[src/rtl/pipelined_cla_adder_if.sv]
`default_nettype none
// ============================================================================
//  Module      : pipelined_cla_adder_if
//  Description : Operand/result handshake bundle for pipelined_cla_adder.
//                The master side produces operands and consumes results.
//                The slave side is the adder itself.
//  Signals     : valid_in/ready_out/a_in/b_in/c_in/sub_in  operand channel
//                valid_out/ready_in/s_out/c_out/ovf_out    result channel
//  Revision    : 1.0 - initial release
// ============================================================================
interface pipelined_cla_adder_if #(
  parameter int NUMBITS = 8
);
  logic               valid_in;
  logic               ready_out;
  logic [NUMBITS-1:0] a_in;
  logic [NUMBITS-1:0] b_in;
  logic               c_in;
  logic               sub_in;
  logic               valid_out;
  logic               ready_in;
  logic [NUMBITS-1:0] s_out;
  logic               c_out;
  logic               ovf_out;

  modport master (
    output valid_in, a_in, b_in, c_in, sub_in, ready_in,
    input  ready_out, valid_out, s_out, c_out, ovf_out
  );

  modport slave (
    input  valid_in, a_in, b_in, c_in, sub_in, ready_in,
    output ready_out, valid_out, s_out, c_out, ovf_out
  );
endinterface
`default_nettype wire

[src/rtl/pipelined_cla_adder.sv]
`default_nettype none
// ============================================================================
//  Module      : pipelined_cla_adder
//  Description : Pipelined carry-lookahead add/subtract unit. The NUMBITS
//                datapath is split into STAGES slices of W = NUMBITS/STAGES
//                bits; slice k is resolved by a CLA in pipeline stage k.
//                Full-rate valid/ready handshake, latency STAGES clocks.
//  Parameters  : NUMBITS  operand/result width (multiple of STAGES)
//                STAGES   pipeline depth, 1..NUMBITS
//  Ports       : clk_in    clock, rising edge
//                reset_in  synchronous active-high reset
//                bus       slave side of pipelined_cla_adder_if:
//                          valid_in/ready_out, a_in, b_in, c_in, sub_in,
//                          valid_out/ready_in, s_out, c_out, ovf_out
//  Revision    : 1.0 - initial release
// ============================================================================
module pipelined_cla_adder #(
  parameter int NUMBITS = 8,
  parameter int STAGES  = 2
) (
  input  wire logic            clk_in,
  input  wire logic            reset_in,
  pipelined_cla_adder_if.slave bus
);

  localparam int W    = NUMBITS / STAGES;
  localparam int LAST = STAGES - 1;

  logic               advance;
  logic [NUMBITS-1:0] b_eff;
  logic               c_eff;
  logic               ovf_d;
  logic               ovf_q;

  genvar k;
  generate
    for (k = 0; k < STAGES; k++) begin : g_stage
      // IN_W: operand bits still unresolved when entering this stage.
      // REM_W: operand bits that must travel on to later stages.
      localparam int IN_W  = NUMBITS - k * W;
      localparam int REM_W = IN_W - W;
      localparam int SUM_W = (k + 1) * W;

      logic [IN_W-1:0]  up_a;
      logic [IN_W-1:0]  up_b;
      logic             cin;
      logic             vin;
      logic [SUM_W-1:0] sum_new;
      logic [W-1:0]     gen;
      logic [W-1:0]     prop;
      logic [W-1:0]     sum_slice;
      logic [W:0]       carry;
      logic             la_c;
      logic             la_p;
      logic             valid_d;
      logic             valid_q;
      logic             carry_d;
      logic             carry_q;
      logic [SUM_W-1:0] sum_d;
      logic [SUM_W-1:0] sum_q;

      if (k == 0) begin : g_src
        assign up_a    = bus.a_in;
        assign up_b    = b_eff;
        assign cin     = c_eff;
        assign vin     = bus.valid_in;
        assign sum_new = sum_slice;
      end else begin : g_src
        assign up_a    = g_stage[k-1].g_ops.a_rem_q;
        assign up_b    = g_stage[k-1].g_ops.b_rem_q;
        assign cin     = g_stage[k-1].carry_q;
        assign vin     = g_stage[k-1].valid_q;
        // Finished lower slices ride along under the new one.
        assign sum_new = {sum_slice, g_stage[k-1].sum_q};
      end

      // Lookahead: every carry is expanded directly from generate/propagate
      // terms and the slice carry-in, not rippled from the previous bit.
      always_comb begin
        gen      = up_a[W-1:0] & up_b[W-1:0];
        prop     = up_a[W-1:0] ^ up_b[W-1:0];
        carry    = '0;
        la_c     = 1'b0;
        la_p     = 1'b0;
        carry[0] = cin;
        for (int i = 0; i < W; i++) begin
          la_c = gen[i];
          la_p = prop[i];
          for (int j = i - 1; j >= 0; j--) begin
            la_c = la_c | (la_p & gen[j]);
            la_p = la_p & prop[j];
          end
          carry[i+1] = la_c | (la_p & cin);
        end
        sum_slice = prop ^ carry[W-1:0];
      end

      always_comb begin
        valid_d = valid_q;
        carry_d = carry_q;
        sum_d   = sum_q;
        if (advance) begin
          valid_d = vin;
          carry_d = carry[W];
          sum_d   = sum_new;
        end
      end

      always_ff @(posedge clk_in) begin
        if (reset_in) begin
          valid_q <= 1'b0;
          carry_q <= 1'b0;
          sum_q   <= '0;
        end else begin
          valid_q <= valid_d;
          carry_q <= carry_d;
          sum_q   <= sum_d;
        end
      end

      // Upper operand bits, skewed one stage per slice.
      if (REM_W > 0) begin : g_ops
        logic [REM_W-1:0] a_rem_d;
        logic [REM_W-1:0] a_rem_q;
        logic [REM_W-1:0] b_rem_d;
        logic [REM_W-1:0] b_rem_q;

        always_comb begin
          a_rem_d = a_rem_q;
          b_rem_d = b_rem_q;
          if (advance) begin
            a_rem_d = up_a[IN_W-1:W];
            b_rem_d = up_b[IN_W-1:W];
          end
        end

        always_ff @(posedge clk_in) begin
          if (reset_in) begin
            a_rem_q <= '0;
            b_rem_q <= '0;
          end else begin
            a_rem_q <= a_rem_d;
            b_rem_q <= b_rem_d;
          end
        end
      end
    end
  endgenerate

  // Subtraction is A + ~B + ~borrow, so the carry-out reads as "no borrow".
  always_comb begin
    advance = !g_stage[LAST].valid_q || bus.ready_in;
    b_eff   = bus.sub_in ? ~bus.b_in : bus.b_in;
    c_eff   = bus.sub_in ? ~bus.c_in : bus.c_in;
  end

  // Signed overflow: carry into the MSB differs from carry out of it.
  always_comb begin
    ovf_d = ovf_q;
    if (advance) begin
      ovf_d = g_stage[LAST].carry[W] ^ g_stage[LAST].carry[W-1];
    end
  end

  always_ff @(posedge clk_in) begin
    if (reset_in) begin
      ovf_q <= 1'b0;
    end else begin
      ovf_q <= ovf_d;
    end
  end

  assign bus.ready_out = advance;
  assign bus.valid_out = g_stage[LAST].valid_q;
  assign bus.s_out     = g_stage[LAST].sum_q;
  assign bus.c_out     = g_stage[LAST].carry_q;
  assign bus.ovf_out   = ovf_q;

endmodule
`default_nettype wire
[src/flat_wrapper.sv]
// flat-port wrapper written by rule: the top's interface ports become plain ports
module pipelined_cla_adder_flat 
#(
  parameter int NUMBITS = 8,
  parameter int STAGES  = 2
)
  (clk_in, reset_in, bus_valid_in, bus_a_in, bus_b_in, bus_c_in, bus_sub_in, bus_ready_in, bus_ready_out, bus_valid_out, bus_s_out, bus_c_out, bus_ovf_out);
  pipelined_cla_adder_if #(.NUMBITS(NUMBITS)) bus_i ();
  input  wire logic clk_in;
  input  wire logic reset_in;
  input wire logic [$bits(bus_i.valid_in)-1:0] bus_valid_in;
  input wire logic [$bits(bus_i.a_in)-1:0] bus_a_in;
  input wire logic [$bits(bus_i.b_in)-1:0] bus_b_in;
  input wire logic [$bits(bus_i.c_in)-1:0] bus_c_in;
  input wire logic [$bits(bus_i.sub_in)-1:0] bus_sub_in;
  input wire logic [$bits(bus_i.ready_in)-1:0] bus_ready_in;
  output wire logic [$bits(bus_i.ready_out)-1:0] bus_ready_out;
  output wire logic [$bits(bus_i.valid_out)-1:0] bus_valid_out;
  output wire logic [$bits(bus_i.s_out)-1:0] bus_s_out;
  output wire logic [$bits(bus_i.c_out)-1:0] bus_c_out;
  output wire logic [$bits(bus_i.ovf_out)-1:0] bus_ovf_out;
  assign bus_i.valid_in = bus_valid_in;
  assign bus_i.a_in = bus_a_in;
  assign bus_i.b_in = bus_b_in;
  assign bus_i.c_in = bus_c_in;
  assign bus_i.sub_in = bus_sub_in;
  assign bus_i.ready_in = bus_ready_in;
  assign bus_ready_out = bus_i.ready_out;
  assign bus_valid_out = bus_i.valid_out;
  assign bus_s_out = bus_i.s_out;
  assign bus_c_out = bus_i.c_out;
  assign bus_ovf_out = bus_i.ovf_out;
  pipelined_cla_adder #(.NUMBITS(NUMBITS), .STAGES(STAGES)) u_core (.clk_in(clk_in), .reset_in(reset_in), .bus(bus_i));
endmodule
[config.mk]
export PLATFORM = sky130hd
export DESIGN_NAME = pipelined_cla_adder_flat
export DESIGN_NICKNAME = d
export VERILOG_FILES = /design/src/rtl/pipelined_cla_adder_if.sv /design/src/rtl/pipelined_cla_adder.sv /design/src/flat_wrapper.sv
export SDC_FILE = /design/constraint.sdc
export NUM_CORES = 1
export LEC_CHECK = 0
export ABC_AREA = 1
export CAP_MARGIN = 30
export CORE_ASPECT_RATIO = 1.75
export CORE_MARGIN = 8
export CORE_UTILIZATION = 41
export CTS_CLUSTER_SIZE = 14
export DETAILED_ROUTE_END_ITERATION = 8
export GPL_TIMING_DRIVEN = 0
export PLACE_DENSITY_LB_ADDON = 0.25
export SLEW_MARGIN = 20
export SYNTH_ARGS = -nofsm -noshare
export SYNTH_HDL_FRONTEND = slang
export SYNTH_SLANG_ARGS = --single-unit
[constraint.sdc]
create_clock -name clk_in -period 3.97 [get_ports clk_in]
set_input_delay 0.5955 -clock clk_in [delete_from_list [all_inputs] [get_ports clk_in]]
set_output_delay 0.5955 -clock clk_in [all_outputs]
set_load 0.1 [all_outputs]
==> summary.txt, run 1 <==
STA
  – RSZ-0062 raised after global routing: false
  – Part of the cycle the worst path needs: 0.836
  – Max Slew Vio Count: 0
  – Final Hold Fails: 0
  – Fmax: 301 MHz
  – Final Critical Period: 3.32 ns
  – Clock Skew: 0.00436 ns
  – Setup_tns: 0 ns
  – Final setup viols: 0
  – Slew headroom: 0.349
  – Final setup margin: about 0.65 ns
  – Worst-Margin Slew: between 0.9 and 1 ns

Floorplanning
  – Initial Util: 0.423
  – Die W: about 61 um
  – Ports: 34
  – Core box area: 3360 um2
  – DIE HEIGHT: 93.9 um
  – DIE AREA: 5680 um2
  – Row Count: 28

Routing
  – Via total after detailed routing: 1280
  – TritonRoute pass-1 iters: 4
  – Post-route ant nets: 0
  – DRC: 0
  – WL/cell: 12.2 um
  – Final WL: 3310 um
  – Initial DRC Count: 21
  – Via density: about 4.7

Placement
  – Placed wire-length estimate: 2630 um
  – Port Buf Inserts: 32
  – Cell Area, Placed: approximately 1800 um2
  – Dpl ws: roughly 0.64 ns
  – RD Place Congestion: ~0.86

Hold path
  – Hold Crit Class: reg -> reg
  – Hold path start: u_core.g_stage[0].valid_q

Setup path
  – Critical Path Start: bus_ready_in
  – Endpoint class of the critical path: output pin
  – CP required: ~3.4 ns
  – CP Class: in -> out
  – Arrival @ worst endpoint: 2.72 ns
  – Worst r2r src: u_core.g_stage[0].g_ops.a_rem_q[2]
  – Worst Path Max Fanout: 10
  – Startpoint types: primary input

Synthesis
  – Synth Instances: 191
  – Post-Syn Area: ~1400 um2
  – Yosys warning total: 0
  – Seq cells post-synth: 25
  – Sequential share of the synthesized area: 0.352
  – Synth area leaders: dfxtp_1 35%, ha_1 8.8%, o21ai_0 8.1%
  – Cell type with the largest total area after synthesis: dfxtp_1
  – Post-Syn Area per Cell: around 7.4 um2
  – Yosys cell types: 23
  – Syn nets: 225
  – Yosys top cell area share: 0.352

Job
  – Max Cap Viol: 0

Clocking
  – Skew-Pair Late Insertion Delay: 0.27 ns
  – Postcts setup bufs: 0
  – Clock sink total: 25
  – Post-CTS Hold Buffers: 0
  – Post_cts resized: 0
  – Max Root-Sink Buffers: 2
  – CTS tree: yes
  – H-tree depth: 1
  – CTS Root Cell: clkbuf_8
  – Cts bufs inserted: 3
  – Reg clk slew, reported paths: 0.09 ns

Global route
  – Antenna violations before repair: 0
  – Vias in the first global route: 1335
  – Largest net degree at the start of global routing: 16
  – GRT Overall Usage: 0.133
  – First-pass GRT wire length: 5850 um
  – Global route total overflow: 0

Power and ir drop
  – Pleak: 0.000870 uW
  – Maximum vdd drop: 0.210 mV
  – Pwr/cell area: ~400 nW/um2

Status
  – Status: complete, no violations

Layout
  – Layout cells sized above 1: 0.0969
  – Syn-to-layout area delta: 29.9%
  – Post-route cell area: ~1800 um2
  – ANT cells: 0
  – Nets: 262
where the power goes:
group,switching [uW],total [uW],internal [uW]
clock network,86.1,157,71.2
registers,14.9,293,278
logic,181,272,91.3
metal layers:
metal | track usage | up-vias | share of wire
met3 | 0.0233 | 7 | 0.038
met1 | 0.136 | 570 | 0.42
met2 | 0.243 | 24 | 0.51
li1 | - | 679 | -
met4 | 0.0685 | 0 | 0.028
met5 | 0 | - | 0
synth_stat cells:
library cell	count
buf_2	4
clkbuf_1	2
nand2_2	4
nand2_1	22
nand4_1	1
a21oi_1	13
ha_1	10
nor2_4	1
xnor2_1	5
o211ai_1	1
nand3_2	3
dfxtp_1	25
nand3_1	9
o21bai_1	1
fa_1	2
inv_2	3
xor2_1	5
nand3b_1	1
inv_1	23
nor2_2	1
buf_6	2
nor2_1	30
o21ai_0	23
final timing paths:
check | to | slack (ns) | depth (start not counted)
max reg2reg | u_core.bus.s_out[7] | 2.60 | 9
max | bus_ready_out | 0.65 | 5
min | u_core.bus.valid_out | 0.49 | 2
min reg2reg | u_core.bus.valid_out | 0.49 | 2
worst max-delay path: stages:
cell and delay, ns:
clkdlybuf4s50_1 0.50, nor2_4 0.06, inv_2 0.13, buf_2 0.25, clkdlybuf4s50_1 1.17
logic make-up after synthesis:
kind of cell             count (synthesis)  synth area share
AND/OR/NAND/NOR                         72             0.230
adder cells (fa/ha/maj)                 12             0.116
flip-flops                              25             0.352
AO/OA/AOI/OAI                           38             0.137
XOR/XNOR                                10            0.0616
buffers and inverters                   34             0.104
stage by stage:
stage,hold WS [ns],std cells,util,power (uW)
detailed placement,0.477,268,0.535,572
finish,0.489,272,0.549,723
global route,0.513,272,0.549,765
CTS,0.494,272,0.549,729
floorplan,0.441,191,-,498
global placement,0.452,268,0.535,569
flip-flops by register name, summed over array words and instances (netlist names):
register / cells
u_core.bus.c_out: 1
u_core.g_stage.valid_q: 1
u_core.g_stage.sum_q: 4
u_core.bus.s_out: 8
u_core.g_stage.carry_q: 1
u_core.g_stage.g_ops.a_rem_q: 4
u_core.g_stage.g_ops.b_rem_q: 4
u_core.bus.ovf_out: 1
u_core.bus.valid_out: 1
layout by cell type, fill, tap and decap left out:
master            n
nor2_4            1
clkinvlp_4        1
o211ai_1          1
a21oi_1          13
nand4_1           1
inv_1            23
dfxtp_1          25
buf_2             4
nand2_1          22
o21ai_0          23
inv_2             3
fa_1              2
xnor2_1           5
nand3b_1          1
clkdlybuf4s50_1  32
xor2_1            5
nand3_1           9
nand2_2           4
o21bai_1          1
nor2_2            1
clkbuf_1          2
clkbuf_8          3
nand3_2           3
ha_1             10
buf_6             2
nor2_1           30
final cells by class:
type / count / area [um2]
clock inverter: 1 / 7.51
tap: 45 / 56.3
inverter: 26 / 97.6
timing repair buffer: 32 / 320
fill: 333 / 1520
clock buffer: 3 / 41.3
sequential: 25 / 500
multi-input combinational: 132 / 774
buffer: 8 / 50.0
(Power assumes the default switching activity.)
==> inputs of run 2 (changes only) <==
==> constraint.sdc (replaced) <==
create_clock -name clk_in -period 2.7 [get_ports clk_in]
set_input_delay 0.405 -clock clk_in [delete_from_list [all_inputs] [get_ports clk_in]]
set_output_delay 0.405 -clock clk_in [all_outputs]
set_load 0.1 [all_outputs]
==> summary.txt, run 2 (same netlist as run 1, synthesis figures left out) <==
Status
  – Status: complete, no violations

STA
  – Fmax: 381 MHz
  – Part of the cycle the worst path needs: 0.971
  – Final setup viols: 0 (unchanged)
  – Slew headroom: 0.349 (unchanged)
  – Max Slew Vio Count: 0 (unchanged)
  – RSZ-0062 raised after global routing: false
  – Final setup margin: 0.0774 ns (-0.574 ns)
  – Final Hold Fails: 0 (unchanged)
  – Worst-Margin Slew: 0.973 ns (unchanged)
  – Clock Skew: 0.00436 ns (unchanged)
  – Final Critical Period: 2.62 ns
  – Setup_tns: 0 ns (unchanged)
  – WHS: 0.489 ns (unchanged)

Power and ir drop
  – Pwr/cell area: 575 nW/um2 (+47%)
  – Pleak: 0.000870 uW (about the same)
  – Maximum vdd drop: 0.308 mV (+47%)

Layout
  – Layout cells sized above 1: 0.0969 (unchanged)
  – Area of the multi-input gates: 774 um2 (unchanged)
  – Nets: 262 (unchanged)
  – Seq. cell area: 500 um2 (unchanged)
  – Util after Layout: 0.549 (unchanged)
  – Fillers: 333 (unchanged)
  – Largest register FFs: 8 (unchanged)
  – Commonest non-fill, non-tap cell in the layout: clkdlybuf4s50_1
  – Highest-count cells in the layout ignoring fill and taps: 31 x clkdlybuf4s50_1, 30 x nor2_1, 25 x dfxtp_1
  – Syn-to-layout area delta: 29.9% (unchanged)
  – ANT cells: 0 (unchanged)

Placement
  – Placed wire-length estimate: 2630 um (unchanged)
  – Port Buf Inserts: 32 (unchanged)
  – RD Place Congestion: 0.855 (unchanged)
  – Dpl ws: -0.253 ns (-0.889 ns)

Clocking
  – H-tree depth: 1 (unchanged)
  – Reg clk slew, reported paths: 0.09 ns (about the same)
  – Max Root-Sink Buffers: 2 (unchanged)
  – Post-CTS Hold Buffers: 0 (unchanged)
  – Cts bufs inserted: 3 (unchanged)
  – Skew-Pair Late Insertion Delay: 0.27 ns (about the same)
  – CTS tree: yes
  – Clock sink total: 25 (unchanged)
  – CTS Root Cell: clkbuf_8

Hold path
  – Hold Crit Class: reg -> reg

Global route
  – Global route total overflow: 0 (unchanged)
  – First-pass GRT wire length: 5850 um (unchanged)
  – GRT Overall Usage: 0.133 (unchanged)
  – Vias in the first global route: 1335 (unchanged)
  – Antenna violations before repair: 0 (unchanged)
  – Largest net degree at the start of global routing: 16 (unchanged)

Routing
  – TritonRoute pass-1 iters: 4 (unchanged)
  – WL/cell: 12.2 um (unchanged)
  – Via total after detailed routing: 1280 (unchanged)
  – Final WL: 3310 um (unchanged)
  – DRC: 0 (unchanged)
  – Initial DRC Count: 21 (unchanged)
  – Via density: 4.71 (unchanged)
  – Post-route ant nets: 0 (unchanged)

Setup path
  – CP Class: in -> out
  – CP required: 2.30 ns (-1.07 ns)
  – Startpoint types: primary input
  – Endpoint class of the critical path: output pin
  – Arrival @ worst endpoint: 2.22 ns (-0.50 ns)
  – Worst Path Max Fanout: 10 (unchanged)

Floorplanning
  – DIE HEIGHT: 93.9 um (unchanged)
  – Initial Util: 0.423 (unchanged)
  – Ports: 34 (unchanged)
  – Core box area: 3360 um2 (unchanged)
  – Die W: 60.5 um (unchanged)
  – DIE AREA: 5680 um2 (unchanged)
  – Row Count: 28 (unchanged)

Job
  – Max Cap Viol: 0 (unchanged)
run 2: changes by cell type in the layout (fill, tap and decap cells not counted), sizes merged:
cell / change
clkdlybuf4s15: +1
clkdlybuf4s50: -1
run 2: final timing paths:
check             depth (start not counted)  slack, ns                   end                          startpoint
setup / recovery                          5       0.08         bus_ready_out                        bus_ready_in
setup reg to reg                          9       1.33   u_core.bus.s_out[7]  u_core.g_stage[0].g_ops.a_rem_q[2]
hold / removal                            2       0.49  u_core.bus.valid_out           u_core.g_stage[0].valid_q
hold reg to reg                           2       0.49  u_core.bus.valid_out           u_core.g_stage[0].valid_q
run 2: timing repair:
item | CTS | global route
gates resized for setup | 1 | 1
setup endpoints to repair | 1 | 1
buffers inserted | 0 | 0
run 2: power by group:
group          total, uW  switching [uW]  leakage (uW)  internal [uW]
Combinational        400             266      0.000641            134
Sequential           431            21.9      0.000207            409
Clock                231             127     0.0000217            105
run 2: area by class of cell:
class,instances,area share
clock buffer,3,0.0223
tap,45,0.0305
clock inverter,1,0.00406
timing repair buffer,32,0.173
sequential,25,0.271
multi-input combinational,132,0.419
buffer,8,0.0271
inverter,26,0.0528
run 2: worst max-delay path: stages:
cell and delay [ns]:
clkdlybuf4s50_1 0.50, nor2_4 0.06, inv_2 0.13, buf_2 0.25
clkdlybuf4s15_1 0.86
run 2: layer usage:
layer,wire (um),vias up,track usage
met1,1390,570,0.136
met3,126,7,0.0233
met2,1690,24,0.243
li1,-,679,-
met4,93,0,0.0685
met5,0,-,0
run 2: per-stage QoR:
| stage | cell area (um2) | power, uW | instances |
|---|---|---|---|
| global placement | 1800 | 836 | 268 |
| floorplan | 1420 | 732 | 191 |
| global route | 1850 | 1120 | 272 |
| detailed placement | 1800 | 842 | 268 |
| CTS | 1850 | 1070 | 272 |
| finish | 1850 | 1060 | 272 |
==> inputs of run 3 (changes only) <==
--- a/config.mk
+++ b/config.mk
@@ -10,6 +10,7 @@
 export CORE_ASPECT_RATIO = 1.75
 export CORE_MARGIN = 8
 export CORE_UTILIZATION = 41
+export CTS_BUF_LIST = sky130_fd_sc_hd__clkbuf_8
 export CTS_CLUSTER_SIZE = 14
 export DETAILED_ROUTE_END_ITERATION = 8
 export GPL_TIMING_DRIVEN = 0
==> constraint.sdc (replaced) <==
create_clock -name clk_in -period 2.83 [get_ports clk_in]
set_input_delay 0.4245 -clock clk_in [delete_from_list [all_inputs] [get_ports clk_in]]
set_output_delay 0.4245 -clock clk_in [all_outputs]
set_load 0.1 [all_outputs]
==> summary.txt, run 3 (same netlist as run 1, synthesis figures left out) <==
Status
  – Status: complete, no violations

Setup path
  – Slowest CP cell: dlygate4sd2_1
  – Critical Path Start: bus_ready_in
  – CP required: 2.41 ns (+0.11 ns)
  – Startpoint types: primary input
  – Worst Path Buf+Inv: 4 (unchanged)
  – Max stage delay on crit path: 0.89 ns (+0.03 ns)
  – Worst Path Max Fanout: 10 (unchanged)
  – CP Class: in -> out
  – Crit path cell chain: clkdlybuf4s50_1 > nor2_4 > inv_2 > buf_2 > dlygate4sd2_1
  – Worst r2r src: u_core.g_stage[0].g_ops.a_rem_q[2]
  – Endpoint class of the critical path: output pin
  – Arrival @ worst endpoint: 2.26 ns (+0.04 ns)
  – CP delay by family, top: buffers and inverters

STA
  – Worst-Margin Slew: 0.973 ns (unchanged)
  – WHS: 0.489 ns (unchanged)
  – RSZ-0062 raised after global routing: false
  – Slew headroom: 0.349 (unchanged)
  – Final Hold Fails: 0 (unchanged)
  – Part of the cycle the worst path needs: 0.950
  – Clock Skew: 0.00436 ns (unchanged)
  – Final Critical Period: 2.69 ns
  – Fmax: 372 MHz
  – Final setup viols: 0 (unchanged)
  – Max Slew Vio Count: 0 (unchanged)

Clocking
  – Clock sink total: 25 (unchanged)
  – Skew-Pair Late Insertion Delay: 0.27 ns (about the same)
  – CTS tree: yes
  – Max Root-Sink Buffers: 2 (unchanged)
  – Cts bufs inserted: 3 (unchanged)
  – Postcts setup bufs: 0 (unchanged)
  – Post_cts resized: 1 (unchanged)
  – H-tree depth: 1 (unchanged)
  – Reg clk slew, reported paths: 0.09 ns (about the same)
  – CTS Root Cell: clkbuf_8
  – Post-CTS Hold Buffers: 0 (unchanged)

Layout
  – Syn-to-layout area delta: 29.8% (about the same)
  – Final std cells w/o fill: 272 (unchanged)
  – ANT cells: 0 (unchanged)
  – Seq. cell area: 500 um2 (unchanged)
  – Area of the multi-input gates: 774 um2 (unchanged)
  – Nets: 262 (unchanged)
  – Largest register FFs: 8 (unchanged)
  – Fillers: 334 (+0.30%)
  – Layout cells sized above 1: 0.0969 (unchanged)
  – Commonest non-fill, non-tap cell in the layout: clkdlybuf4s50_1
  – Highest-count cells in the layout ignoring fill and taps: 31 x clkdlybuf4s50_1, 30 x nor2_1, 25 x dfxtp_1

Placement
  – RD Place Congestion: 0.855 (unchanged)
  – Port Buf Inserts: 32 (unchanged)
  – Placed Cells: 268 (unchanged)
  – Placed wire-length estimate: 2630 um (unchanged)

Job
  – Max Cap Viol: 0 (unchanged)

Floorplanning
  – DIE HEIGHT: 93.9 um (unchanged)
  – Die W: 60.5 um (unchanged)
  – Initial Util: 0.423 (unchanged)
  – DIE AREA: 5680 um2 (unchanged)
  – Core box area: 3360 um2 (unchanged)
  – Ports: 34 (unchanged)
  – Row Count: 28 (unchanged)

Routing
  – Via total after detailed routing: 1280 (unchanged)
  – Via density: 4.71 (unchanged)
  – TritonRoute pass-1 iters: 4 (unchanged)
  – WL/cell: 12.2 um (unchanged)
  – DRC: 0 (unchanged)
  – Initial DRC Count: 21 (unchanged)
  – Final WL: 3310 um (unchanged)
  – Post-route ant nets: 0 (unchanged)

Power and ir drop
  – Pleak: 0.000868 uW (-0.21%)
  – Pwr/cell area: 549 nW/um2 (-4.5%)
  – Maximum vdd drop: 0.294 mV (-4.6%)

Global route
  – Global route total overflow: 0 (unchanged)
  – First-pass GRT wire length: 5850 um (unchanged)
  – Largest net degree at the start of global routing: 16 (unchanged)
  – Antenna violations before repair: 0 (unchanged)
  – Vias in the first global route: 1335 (unchanged)
  – GRT Overall Usage: 0.133 (unchanged)

Hold path
  – Hold Crit Class: reg -> reg
  – Hold path start: u_core.g_stage[0].valid_q
## run 3: changes by cell type in the layout (fill, tap and decap cells not counted)
cell	previous run	this run
clkdlybuf4s15_1	1	0
dlygate4sd2_1	0	1
## run 3: stage by stage
step                utilization  total power, uW  setup TNS (ns)  cell area (um2)  worst slack (ns)
global route              0.549             1070               0             1850            0.0825
global placement          0.535              798          -0.164             1800            -0.164
detailed placement        0.535              803          -0.162             1800            -0.162
CTS                       0.549             1020               0             1850             0.127
finish                    0.549             1010               0             1850             0.141
floorplan                     -              699               0             1420             0.751
## run 3: final timing paths
path,end,slack (ns),cells after the start
setup reg to reg,u_core.bus.s_out[7],1.46,9
hold / removal,u_core.bus.valid_out,0.49,2
setup / recovery,bus_ready_out,0.14,5
hold reg to reg,u_core.bus.valid_out,0.49,2
## run 3: worst min-delay path, stage by stage (launching register included)
cell and delay (ns):
dfxtp_1 0.34, nor2_1 0.05, nor2_1 0.07
## run 3: area by class of cell
class,instances,area share
multi-input cells,132,0.419
flip-flops and latches,25,0.271
repair buffers,32,0.173
inverters,26,0.0528
well taps,45,0.0305
plain buffers,8,0.0271
clock buffers,3,0.0224
clock inverters,1,0.00407
## run 3: power by group
group / total [uW] / switching [uW] / internal (uW)
clock network: 221 / 121 / 99.9
logic: 381 / 253 / 128
registers: 411 / 20.9 / 391
total: 1010 / 395 / 618
## run 3: per-layer routing
metal / share of wire / vias up / routed length, um / global-route usage
met3: 0.038 / 7 / 126 / 0.0233
met1: 0.42 / 570 / 1390 / 0.136
li1: - / 679 / - / -
met5: 0 / - / 0 / 0
met4: 0.028 / 0 / 93 / 0.0685
met2: 0.51 / 24 / 1690 / 0.243
